## src/rtl/lr_car_detector.sv

```systemverilog
// Local-road queue detector: synchronizes and debounces the arrival and departure
// loop sensors, counts queued cars on debounced rising edges, and flags a lost arrival.
module lr_car_detector #(
   parameter int DEB_CYC = 4,
   parameter int CNT_W   = 4
) (
   input  logic             clk,
   input  logic             rst_n,
   input  logic             arrive_raw,
   input  logic             depart_raw,
   output logic             lr_has_car,
   output logic [CNT_W-1:0] car_count,
   output logic             overflow
);

   localparam int               DW      = (DEB_CYC > 1) ? $clog2(DEB_CYC) : 1;
   localparam logic [DW-1:0]    DCNT_TC = DW'(DEB_CYC - 1);
   localparam logic [CNT_W-1:0] CNT_MAX = '1;

   // Channel index 0 = arrival loop, 1 = departure loop.
   logic [1:0]       sync1_q, sync1_d;
   logic [1:0]       sync2_q, sync2_d;
   logic [1:0]       deb_q, deb_d;
   logic [1:0]       ev;
   logic [DW-1:0]    dcnt_q [2];
   logic [DW-1:0]    dcnt_d [2];
   logic [CNT_W-1:0] cnt_q, cnt_d;
   logic             ovf_q, ovf_d;

   always_comb begin
      sync1_d = {depart_raw, arrive_raw};
      sync2_d = sync1_q;
      deb_d   = deb_q;
      ev      = '0;
      for (int i = 0; i < 2; i++) begin
         dcnt_d[i] = '0;
         if (sync2_q[i] != deb_q[i]) begin
            if (dcnt_q[i] == DCNT_TC) begin
               deb_d[i] = sync2_q[i];
               ev[i]    = sync2_q[i];
            end else begin
               dcnt_d[i] = dcnt_q[i] + 1'b1;
            end
         end
      end
   end

   // Simultaneous arrival and departure cancel out and leave overflow untouched.
   always_comb begin
      cnt_d = cnt_q;
      ovf_d = ovf_q;
      if (ev[0] && !ev[1]) begin
         if (cnt_q == CNT_MAX) begin
            ovf_d = 1'b1;
         end else begin
            cnt_d = cnt_q + 1'b1;
         end
      end else if (ev[1] && !ev[0] && (cnt_q != '0)) begin
         cnt_d = cnt_q - 1'b1;
      end
   end

   always_ff @(posedge clk or negedge rst_n) begin
      if (!rst_n) begin
         sync1_q   <= '0;
         sync2_q   <= '0;
         deb_q     <= '0;
         dcnt_q[0] <= '0;
         dcnt_q[1] <= '0;
         cnt_q     <= '0;
         ovf_q     <= 1'b0;
      end else begin
         sync1_q   <= sync1_d;
         sync2_q   <= sync2_d;
         deb_q     <= deb_d;
         dcnt_q[0] <= dcnt_d[0];
         dcnt_q[1] <= dcnt_d[1];
         cnt_q     <= cnt_d;
         ovf_q     <= ovf_d;
      end
   end

   assign car_count  = cnt_q;
   assign lr_has_car = (cnt_q != '0);
   assign overflow   = ovf_q;

endmodule

```

## config.mk

```make
export PLATFORM = sky130hd
export DESIGN_NAME = lr_car_detector
export DESIGN_NICKNAME = d
export VERILOG_FILES = /design/src/rtl/lr_car_detector.sv
export SDC_FILE = /design/constraint.sdc
export NUM_CORES = 1
export LEC_CHECK = 0
export CAP_MARGIN = 20
export CORE_MARGIN = 2
export CORE_UTILIZATION = 45
export CTS_BUF_LIST = sky130_fd_sc_hd__clkbuf_4 sky130_fd_sc_hd__clkbuf_8
export DETAILED_ROUTE_END_ITERATION = 10
export PLACE_DENSITY_LB_ADDON = 0.05
export SETUP_SLACK_MARGIN = 0.02
export SLEW_MARGIN = 15
export SYNTH_ARGS = -nofsm -noshare
export SYNTH_HDL_FRONTEND = slang
export SYNTH_SLANG_ARGS = --single-unit
```

## constraint.sdc

```tcl
create_clock -name clk -period 2.2 [get_ports clk]
set_clock_uncertainty 0.15 [all_clocks]
set_input_delay 0.22 -clock clk [delete_from_list [all_inputs] [get_ports clk]]
set_output_delay 0.22 -clock clk [all_outputs]
set_load 0.1 [all_outputs]
```

* After elaboration in Yosys (flattened, before gate mapping)
Cells that the tools add are included.
W data, S select, Z words.
** Word-level totals
- Bits in read-only memories :: 0
- Logic and storage cells :: 40
- Latch bits :: 0
- Register bits after elaboration :: 15
- Memory bits (writable) :: 0
- Input port bits :: 4
- Memories :: 0
** Operators by class
- Bitwise operators :: 0
- Multiply operators :: 0
- Magnitude comparators :: 0
- $add $sub $neg :: 4
- Shift operators :: 0
- Reduce and logical (&&, ||, !) cells :: 11
- Div/mod/pow operators :: 0
- Muxes and demuxes :: 11
- Equality and inequality tests :: 6
** Operators by type and width (count)
- $mux W4 :: 3
- $mux W2 :: 4
- $reduce_and A2 Y1 :: 4
- $add A2 B1 Y2 const B :: 2
- $add A4 B1 Y4 const B :: 1
- $eq A2 B2 Y1 const B :: 2
- $eq A4 B4 Y1 const B :: 1
- $mux W1 :: 4
- $reduce_bool A4 Y1 :: 1
- $sub A4 B1 Y4 const B :: 1
- $logic_and A1 B1 Y1 :: 3
- $logic_not A1 Y1 :: 2
- $ne A1 B1 Y1 :: 2
- $ne A2 B2 Y1 const B :: 1
- $reduce_bool A2 Y1 :: 1

* Depth between registers and ports, before layout
- Word-level depth :: 8
- Gate-level depth with buffers :: 9
- Mapped depth without buffers :: 8

* Worst setup path before layout
OpenSTA, ideal clock, no wires.
- Kind :: register to register
- Start :: register cnt_q[0], in the netlist car_count[0]
- End :: register cnt_q[1], in the netlist car_count[1]
- Period minus slack after synthesis :: 2.427 ns
- Path slack :: -0.227 ns
- Cell stages (with the launch flop) :: 5
- Data arrival time :: 2.150 ns
- Path through :: dfrtp_1 -> or4_4 -> nand3b_4 -> nand2_4 -> mux2_4
** Between the ends
- Longest elaborated chain between the ends :: 4
- Elaborated cells on any way between the ends :: 11
** RTL lines
- start: declaration :: RTL line 27 : logic [CNT_W-1:0] cnt_q, cnt_d;
- start signal: assignment :: RTL line 78 : cnt_q <= cnt_d;
- $reduce_bool A4 Y1
- net lr_has_car :: RTL line 11 : output logic lr_has_car,
- $logic_and A1 B1 Y1 :: RTL line 58 : end else if (ev[1] && !ev[0] && (cnt_q != '0)) begin
- $reduce_bool A2 Y1 (no line)
- $reduce_and A2 Y1 (no line)
The timed path passes the listed nets, and every way through them passes these cells. The select of a mux whose other input is x is not followed.
A chain may end at the register's enable or synchronous reset.

* Worst setup path after layout
- Start :: register dcnt_q[2] (netlist name)
- End :: register cnt_q[3], in the netlist car_count[3]
** Between the ends
- Longest elaborated chain between the ends :: 8
- Elaborated cells on any way between the ends :: 11
** RTL lines
- start: declaration :: RTL line 25 : logic [DW-1:0] dcnt_q [2];
- $eq A2 B2 Y1 * :: RTL line 38 : if (dcnt_q[i] == DCNT_TC) begin
- $mux W1 * :: RTL line 38
- $mux W1 * :: RTL line 37 : if (sync2_q[i] != deb_q[i]) begin
- $logic_not A1 Y1 :: RTL line 58
- $logic_and A1 B1 Y1 (2 in a row) :: RTL line 58
- $reduce_bool A2 Y1 (no line)
- $reduce_and A2 Y1 (no line)
Mark *: on every way between the ends. The rest lies on a longest branch, timed or not.

==> Implementation_results.wiki <==
{| class="wikitable"
! Metric !! Value
|-
| Result of the run || finished, final reports clean
|-
| Clock slew at the register clock pins of the worst setup and hold paths || 0.09 ns
|-
| Clock Sink Count || 15
|-
| Clk Latency, worst-skew pair || 0.28 ns
|-
| Post-route clock period utilization || 92.83%
|-
| Type of element capturing the critical path || flip-flop
|-
| Total detailed-routing wirelength || 1089 um
|-
| Overflow left after global routing || 0
|-
| Layout overhead on the synthesized area || 30.62%
|-
| Critical R2R Capture || car_count[3]$_DFFE_PN0P_
|-
| Worst rel slew slack || 56.55%
|-
| Total of warnings raised by yosys || 0
|-
| Fraction of final layout cells sized beyond drive strength 1 || 50.00%
|-
| Antenna diode count || 0
|-
| Top cells by count, synth || dfrtp_1, ha_1, mux2i_1, nand2_1, xor2_1
|-
| Quantity of I/O buffers inserted on ports || 9
|-
| F_max || 489.7 MHz
|-
| Post-layout minimum cycle time || 2.042 ns
|-
| R2r startpoint || dcnt_q[2]$_DFF_PN0_
|-
| Count of state elements after synthesis || 15
|-
| Worst R2R Path Depth || 8
|-
| TritonCTS Buffers || 3
|-
| Vias || 434
|-
| Critical path buffers and inverters || 0
|-
| Hold Path Class || in -> async
|-
| Nets || 78
|-
| GRT Util Overall || 12.82%
|-
| Top-area cell type share of the netlist area || 53.10%
|-
| Die boundary width || 43.64 um
|-
| Cell type with the highest aggregate area in the netlist || dfrtp_1
|-
| # rows || 14
|-
| Initial cell density of the core || 47.48%
|-
| Iteration-0 DRC Markers || 3
|-
| CP startpoint kind || flip-flop
|-
| Count of TritonRoute iterations in the first routing pass || 2
|-
| Cell chain of the critical path || ha_2 > and3b_2 > nand2_4 > ha_4 > a21o_2 > a21oi_2 > mux2i_1 > xor2_1
|-
| Endpoints failing hold || 0
|-
| Synthesized area per cell || 13.86 sq um
|-
| Most repeated cell in the gate-level netlist after synthesis || dfrtp_1
|-
| Most area-consuming cells after synthesis || dfrtp_1, ha_1, mux2i_1, xor2_1, mux2_2
|-
| Max Buffers Root-to-Sink || 2
|-
| Finished Core Util || 62.02%
|-
| Antenna violations before repair || 0
|-
| Arrival time of the worst setup path || 2.09 ns
|-
| Required time of the critical path || 2.25 ns
|-
| Total die area || 1904 sq um
|-
| Wire length of the first global-routing pass || 1731 um
|-
| Die Y || 43.64 um
|-
| Largest net degree at the start of global routing || 16
|-
| Number of vias per cell || 5.167
|-
| Library cell used as clock root buffer || clkbuf_4
|-
| Slowest library cell on the worst path || dfrtp_1
|-
| Cell count after synthesis || 51
|-
| Number of distinct library cell variants in the gate-level netlist after synthesis || 24
|-
| Crit path max fanout || 4
|-
| RSZ-0062 raised after global routing || false
|-
| CTS Hold Bufs || 0
|-
| # Max-Cap Violations || 0
|-
| Mapped cell area || 706.9 sq um
|-
| Share of the yosys chip area belonging to registers || 53.10%
|-
| Total I/O pin count || 10
|-
| Number of nets in the synthesized netlist || 60
|-
| Top FF cell, synth || dfrtp_1
|-
| Count of final setup violators || 0
|-
| Number of enable flip-flop cells after synthesis || 0
|-
| FF-to-FF setup slack || 0.16 ns
|-
| Count of filler cells inserted in the layout || 107
|-
| Least-Margin Pin Slew || 0.6497 ns
|-
| Fraction of registers with async set/reset || 100.0%
|-
| Number of global-route vias before repair || 401
|-
| Core Footprint || 1489 sq um
|-
| Final cell area excluding filler cells || 923.4 sq um
|-
| Critical path class || reg -> reg
|-
| Antenna Nets Post-Route || 0
|-
| CTS H-Tree Depth || 1
|-
| Number of remaining DRC errors || 0
|-
| Pins over their slew limit || 0
|-
| Final weighted congestion of routability-driven global placement || 0.7934
|-
| CTS tree || built
|-
| Routed length per placed instance || 12.96 um
|-
| CP top delay family || flip-flops
|-
| Placed standard-cell area || 825.8 sq um
|-
| Worst stage delay on the critical path || 0.40 ns
|-
| Post-route setup TNS || 0 ns
|-
| Half-perimeter wire length after placement || 841.3 um
|}
==> layer usage <==
layer,global-route usage (%),share of wire (%),up-vias
li1,-,-,216
met1,14.99,44,206
met2,20.59,49,12
met3,4.167,6.9,0
met4,7.273,0,0
met5,0,0,-
==> flip-flops by register name, indices dropped and copies added, names as in the netlist <==
register / flops
overflow: 1
sync2_q: 2
deb_q: 2
dcnt_q: 4
car_count: 4
sync1_q: 2
==> cell type report <==
class                      instances  area (sq um)  area share (%)
multi-input combinational         35         367.9           39.84
tap                               16         20.02           2.168
clock buffer                       4         30.03           3.252
timing repair buffer              14         125.1           13.55
sequential                        15         380.4           41.19
==> per-stage QoR <==
stage / cells / setup slack, ns / hold slack (ns)
global placement: 76 / 0.06413 / 0.1875
finish: 84 / 0.1578 / 0.1859
detailed placement: 76 / 0.005815 / 0.1887
global route: 84 / 0.04676 / 0.2112
floorplan: 51 / 0.01017 / -0.2256
CTS: 80 / 0.03154 / 0.1946
==> timing repair <==
action / in CTS / in global routing
gates resized for setup: 2 / 5
hold endpoints to repair: 0 / 0
pin swaps: 0 / 7
buffers inserted: 0 / 4
endpoints found under the setup margin: 1 / 1
==> layout by cell type (no fill, tap or decap), drive strengths merged <==
master / instances
a21oi: 1
o22ai: 1
fa: 1
nand3: 1
a21o: 1
nand3b: 2
clkbuf: 4
nand4: 1
nor2b: 2
and3b: 2
o21bai: 1
nor3: 2
ha: 4
dfrtp: 15
xnor2: 2
nand2: 4
mux2: 3
or4: 1
buf: 11
mux2i: 3
clkdlybuf4s50: 3
xor2: 3
==> logic make-up after synthesis <==
logic type      Yosys count  share of synthesized area (%)
flops                    15                          53.10
fa+ha+maj                 5                          9.912
compound gates            4                          3.894
mux                       6                          9.557
simple gates             15                          16.82
buf+inv                   1                         0.5305
xor+xnor                  5                          6.196
==> worst max path at each step <==
stage               slack [ns]                      from                  endpoint  cells past startpoint
finish                    0.16       dcnt_q[2]$_DFF_PN0_  car_count[3]$_DFFE_PN0P_                      8
global route              0.05       dcnt_q[2]$_DFF_PN0_  car_count[3]$_DFFE_PN0P_                      8
CTS                       0.03       dcnt_q[0]$_DFF_PN0_  car_count[3]$_DFFE_PN0P_                      8
detailed placement       0.006       dcnt_q[2]$_DFF_PN0_  car_count[3]$_DFFE_PN0P_                      8
global placement          0.06       dcnt_q[2]$_DFF_PN0_  car_count[3]$_DFFE_PN0P_                      8
floorplan                 0.01  car_count[0]$_DFFE_PN0P_  car_count[1]$_DFFE_PN0P_                      4
Power is not shown: default switching activity piles up to over one toggle a cycle in this logic, so the estimate is an artifact.
